File: src/rtl/alu_subunit_router.sv
// Request router and round-robin response merger for one ALU block.
// Steers requests to sub-units by unit index and merges responses into one buffered commit stream.
module alu_subunit_router #(
  parameter int NUM_UNITS    = 2,
  parameter int UNIT_BITS    = (NUM_UNITS > 1) ? $clog2(NUM_UNITS) : 1,
  parameter int NUM_WARPS    = 4,
  parameter int NW_BITS      = (NUM_WARPS > 1) ? $clog2(NUM_WARPS) : 1,
  parameter int REQ_DATAW    = 64,
  parameter int RSP_DATAW    = 64,
  parameter int MAX_INFLIGHT = 4
) (
  input  logic                           clk,
  input  logic                           reset,
  input  logic                           req_valid,
  output logic                           req_ready,
  input  logic [UNIT_BITS-1:0]           req_unit,
  input  logic [NW_BITS-1:0]             req_wid,
  input  logic [REQ_DATAW-1:0]           req_data,
  output logic [NUM_UNITS-1:0]           unit_valid,
  input  logic [NUM_UNITS-1:0]           unit_ready,
  output logic [REQ_DATAW-1:0]           unit_data,
  input  logic [NUM_UNITS-1:0]           ursp_valid,
  output logic [NUM_UNITS-1:0]           ursp_ready,
  input  logic [NUM_UNITS*NW_BITS-1:0]   ursp_wid,
  input  logic [NUM_UNITS*RSP_DATAW-1:0] ursp_data,
  output logic                           rsp_valid,
  input  logic                           rsp_ready,
  output logic [NW_BITS-1:0]             rsp_wid,
  output logic [RSP_DATAW-1:0]           rsp_data,
  input  logic                           drain_req,
  output logic                           idle,
  output logic                           bad_unit
);

  localparam int CW = $clog2(MAX_INFLIGHT + 1);
  localparam logic [UNIT_BITS:0] UNIT_LIMIT = (UNIT_BITS + 1)'(NUM_UNITS);
  localparam logic [CW-1:0]      CNT_MAX    = CW'(MAX_INFLIGHT);

  logic [CW-1:0]          cnt [NUM_WARPS];
  logic [CW-1:0]          req_cnt;
  logic                   in_range, sel_ready, stall, req_hs;
  logic [NUM_WARPS-1:0]   inc_w, dec_w;
  logic                   cnt_zero, rsp_cnt_nz, out_hs;

  logic [UNIT_BITS-1:0]   ptr, grant;
  logic                   found, can_accept, in_hs;
  logic [NW_BITS-1:0]     in_wid;
  logic [RSP_DATAW-1:0]   in_data;

  logic                   skid_valid;
  logic [NW_BITS-1:0]     skid_wid;
  logic [RSP_DATAW-1:0]   skid_data;

  assign unit_data  = req_data;
  assign out_hs     = rsp_valid && rsp_ready;
  assign can_accept = !skid_valid;

  // Request side: stall, routing and per-warp increment/decrement strobes.
  always_comb begin
    req_cnt   = '0;
    sel_ready = 1'b0;
    for (int unsigned w = 0; w < NUM_WARPS; w++)
      if (NW_BITS'(w) == req_wid) req_cnt = cnt[w];
    for (int unsigned k = 0; k < NUM_UNITS; k++)
      if (UNIT_BITS'(k) == req_unit) sel_ready = unit_ready[k];
    in_range  = {1'b0, req_unit} < UNIT_LIMIT;
    stall     = drain_req || (req_cnt == CNT_MAX);
    req_ready = !stall && (in_range ? sel_ready : 1'b1);
    for (int unsigned k = 0; k < NUM_UNITS; k++)
      unit_valid[k] = req_valid && !stall && (UNIT_BITS'(k) == req_unit);
    req_hs = req_valid && req_ready;

    cnt_zero   = 1'b1;
    rsp_cnt_nz = 1'b0;
    inc_w      = '0;
    dec_w      = '0;
    for (int unsigned w = 0; w < NUM_WARPS; w++) begin
      if (cnt[w] != '0) cnt_zero = 1'b0;
      if (NW_BITS'(w) == rsp_wid && cnt[w] != '0) rsp_cnt_nz = 1'b1;
      inc_w[w] = req_hs && in_range && (NW_BITS'(w) == req_wid);
      dec_w[w] = out_hs && (NW_BITS'(w) == rsp_wid);
    end
  end

  // Round-robin: first pass searches units at or above the pointer, second pass wraps around.
  always_comb begin
    found = 1'b0;
    grant = '0;
    for (int unsigned k = 0; k < NUM_UNITS; k++)
      if (!found && ursp_valid[k] && UNIT_BITS'(k) >= ptr) begin
        found = 1'b1;
        grant = UNIT_BITS'(k);
      end
    for (int unsigned k = 0; k < NUM_UNITS; k++)
      if (!found && ursp_valid[k]) begin
        found = 1'b1;
        grant = UNIT_BITS'(k);
      end

    in_wid     = '0;
    in_data    = '0;
    ursp_ready = '0;
    for (int unsigned k = 0; k < NUM_UNITS; k++)
      if (UNIT_BITS'(k) == grant) begin
        in_wid        = ursp_wid[k*NW_BITS +: NW_BITS];
        in_data       = ursp_data[k*RSP_DATAW +: RSP_DATAW];
        ursp_ready[k] = found && can_accept;
      end
    in_hs = found && can_accept;
  end

  always_ff @(posedge clk) begin
    if (reset) begin
      rsp_valid  <= 1'b0;
      rsp_wid    <= '0;
      rsp_data   <= '0;
      skid_valid <= 1'b0;
      skid_wid   <= '0;
      skid_data  <= '0;
      ptr        <= '0;
      bad_unit   <= 1'b0;
      idle       <= 1'b1;
      for (int unsigned w = 0; w < NUM_WARPS; w++) cnt[w] <= '0;
    end else begin
      bad_unit <= req_hs && !in_range;
      idle     <= cnt_zero && !rsp_valid && !skid_valid;

      if (in_hs)
        ptr <= (grant == UNIT_BITS'(NUM_UNITS - 1)) ? '0 : grant + 1'b1;

      // Skid entry only fills while the output register is stalled; it refills the output first.
      if (!rsp_valid || rsp_ready) begin
        if (skid_valid) begin
          rsp_valid  <= 1'b1;
          rsp_wid    <= skid_wid;
          rsp_data   <= skid_data;
          skid_valid <= 1'b0;
        end else begin
          rsp_valid <= in_hs;
          if (in_hs) begin
            rsp_wid  <= in_wid;
            rsp_data <= in_data;
          end
        end
      end else if (in_hs) begin
        skid_valid <= 1'b1;
        skid_wid   <= in_wid;
        skid_data  <= in_data;
      end

      for (int unsigned w = 0; w < NUM_WARPS; w++) begin
        if (inc_w[w] && !dec_w[w])
          cnt[w] <= cnt[w] + 1'b1;
        else if (dec_w[w] && !inc_w[w] && cnt[w] != '0)
          cnt[w] <= cnt[w] - 1'b1;
      end
    end
  end

  // A commit for a warp with nothing in flight is a protocol error.
  underflow_chk: assert property (@(posedge clk) disable iff (reset) out_hs |-> rsp_cnt_nz);

endmodule

File: config.mk
export PLATFORM = sky130hd
export DESIGN_NAME = alu_subunit_router
export DESIGN_NICKNAME = d
export VERILOG_FILES = /design/src/rtl/alu_subunit_router.sv
export SDC_FILE = /design/constraint.sdc
export NUM_CORES = 1
export LEC_CHECK = 0
export CELL_PAD_IN_SITES_DETAIL_PLACEMENT = 1
export CELL_PAD_IN_SITES_GLOBAL_PLACEMENT = 2
export CORE_MARGIN = 2
export CORE_UTILIZATION = 23
export CTS_CLUSTER_DIAMETER = 30
export DETAILED_ROUTE_END_ITERATION = 12
export PLACE_DENSITY = 0.77
export SLEW_MARGIN = 40
export SYNTH_ARGS = -nofsm -noshare
export SYNTH_HDL_FRONTEND = slang
export SYNTH_SLANG_ARGS = --single-unit
File: constraint.sdc
create_clock -name clk -period 3.1 [get_ports clk]
set_input_delay 0.465 -clock clk [delete_from_list [all_inputs] [get_ports clk]]
set_output_delay 0.465 -clock clk [all_outputs]
set_load 0.03 [all_outputs]
==> impl_metrics.yaml <==
outcome:
  status: "finished, final reports clean"
final_layout:
  drive_above_1_share_pct: 6.508
  final_cell_mix: "clkdlybuf4s50_1, dfxtp_1, nor2_1, nand2_1"
  syn_to_final_growth_pct: 37.04
  fillCellCount: 3484
  stdcell_area_um2: 9809
  layout_commonest_cell: "clkdlybuf4s50_1"
  nets: 1123
  n_antenna_cell: 0
yosys:
  syn_area_um2: 7158
  ys_seq_elements: 148
  synth_top_area_share_pct: 38.04
  postSynthCellCount: 783
  ys_types: 50
  async_flop_share_pct: 0
  synth.avg_cell_area_um2: 9.142
  synth_edf_count: 12
  synth-seq-area-share_pct: 43.07
  synth_nets: 997
  ys.flop_type: "dfxtp_1"
  ys.warnings.count: 0
  synth_area_leaders: "dfxtp_1, mux2i_1, a22o_1"
  synth_largest_area_cell: "dfxtp_1"
sta:
  fmax_ghz: 0.3357
  rsz0062_at_grt: "false"
  setup_violations: 0
  finClkSkew_ns: 0.01731
  setup_ws_ns: 0.1214
  hold_viol: 0
  fin_crit_ns: 2.979
  fin_setup_tns_ns: 0
  final-max-slew-violation-count: 0
  whs_ns: 0.3113
  fin_crit_sh_pct: 96.08
  slew_headroom_pct: 51.66
  max_slew.worst_pin.slew_ns: 0.7234
clocking:
  tritoncts: "built"
  clock-sinks: 148
  clk_pin_slew_ns: 0.06
  ctsHoldBuffers: 0
  h-tree-depth: 4
  ctsLongestPathBuffers: 2
  clk_latency_ns: 0.43
  clockRootBuffer: "clkbuf_16"
  cts_buffers: 17
place:
  dp_hpwl_um: 14830
  post-place-ws_ns: 0.05917
  gp_congestion: 0.7660
  postPlaceCellArea_um2: 9243
  port_buffers: 216
grt:
  track_usage_pct: 13.43
  antenna_found_initial: 0
  grt_pass1_wl_um: 34850
  grt_max_degree: 89
  first_global_vias: 6164
  grt-ovfl-total: 0
floorplanning:
  coreArea_um2: 30590
  std_cell_rows: 64
  die_y_um: 180.4
  start_util_pct: 23.40
  ios: 346
  die_width_um: 180.4
  die-area_um2: 32550
worst_setup_path:
  cpPeakStageDelay_ns: 0.67
  critical_path.top_delay_family: "buffers and inverters"
  critPathKind: "in2out"
  worst-path-buf-inv: 3
  worstPathCellList: "clkdlybuf4s50_1 -> nor2b_1 -> nand3_1 -> and3_1 -> buf_4 -> and3_1 -> clkdlybuf4s50_1"
  startpoint: "req_wid[0]"
  slowest_stage: "clkdlybuf4s50_1"
  critical_path.max_fanout: 8
  worstSetupEndpointType: "output pin"
  startpoint_type: "input port"
  cp.arrival_ns: 2.51
  worstPathRequired_ns: 2.63
  rr_startpoint: "rsp_valid"
detailed_routing:
  detail_route.drc_violations: 0
  drt_iter0_drc: 259
  num_vias: 6129
  routedWlPerCell_um: 16.56
  vias_per_cell: 4.650
  ant_nets: 0
  drtPass1Iterations: 4
  routed_wl_um: 21820
min_path:
  hp-start: "reset"
  holdCritPathClass: "in2reg"
pwr:
  p_total_w: 0.005277
  irDropWorstVdd_mv: 0.3459
  p_leak_nw: 3.765
  p_per_area_nw_per_um2: 538.0
flow_run:
  maxCapViolations: 0
[where the power goes]
group	switching, W	internal (W)
Sequential	0.0000842	0.00207
Clock	0.000978	0.00107
Combinational	0.000563	0.000508
[cell type report]
class	instances	area [µm²]	share of cell area, %
multi-input cells	495	3283	33.47
flip-flops and latches	148	3087	31.47
repair buffers	233	2330	23.75
well taps	396	495.5	5.051
clock buffers	18	429.2	4.375
clock inverters	14	132.6	1.352
inverters	14	52.55	0.5357
[flip-flops by register name, indices dropped and copies added, names as in the netlist]
register and flops:
skid_wid 2, skid_valid 1, cnt 12, rsp_valid 1, rsp_data 64, ptr 1
skid_data 64, rsp_wid 2, idle 1
[Yosys cell counts, drive strengths merged, types with 2 or more instances]
cell / instances
o21ai: 70
nor2b: 4
a21oi: 7
buf: 96
fa: 3
xnor2: 3
nand2b: 2
a22o: 66
edfxtp: 12
nor3: 7
nand4: 4
ha: 3
a211oi: 67
nor3b: 3
dfxtp: 136
nand3: 6
a211o: 4
mux2i: 68
o211a: 2
nand2: 69
nor2: 82
nand4b: 2
a31oi: 3
or4: 2
nor4: 3
inv: 14
and3: 3
clkbuf: 30
[stage by stage]
| step | instances | utilization, % |
|---|---|---|
| floorplan | 783 | - |
| global placement | 1286 | 30.22 |
| detailed placement | 1286 | 30.22 |
| CTS | 1318 | 32.05 |
| global route | 1318 | 32.07 |
| finish | 1318 | 32.07 |
[repair_timing]
item | CTS | global route
gates resized for setup | 0 | 2
setup endpoints to repair | 0 | 2
setup buffers | 0 | 0
[cell families (layout without fill, tap and decap cells)]
logic type / Yosys count / in the layout / synth area share (%)
fa+ha+maj: 6 / 6 / 1.363
simple gates: 191 / 191 / 11.69
xor+xnor: 3 / 3 / 0.3671
buf+inv: 140 / 279 / 11.47
other cells: 1 / 1 / 0.05239
mux: 69 / 69 / 9.718
compound gates: 225 / 225 / 22.27
flops: 148 / 148 / 43.07
[path summary, 6_finish.rpt]
check | to | slack [ns] | cells after the start
setup reg to reg | cnt[0][5] | 0.62 | 8
hold / removal | rsp_valid | 0.31 | 2
setup / recovery | req_ready | 0.12 | 7
hold reg to reg | rsp_data[56] | 0.48 | 1
[per-layer routing]
layer / part of all wire [%] / track usage, % / vias to the layer above
met4: 2.0 / 4.258 / 0
met5: 0 / 0 / -
met2: 47 / 21.91 / 153
met1: 46 / 17.24 / 2957
li1: - / - / 2992
met3: 5.1 / 3.618 / 27
No activity file was read; power rests on OpenSTA's default activity.
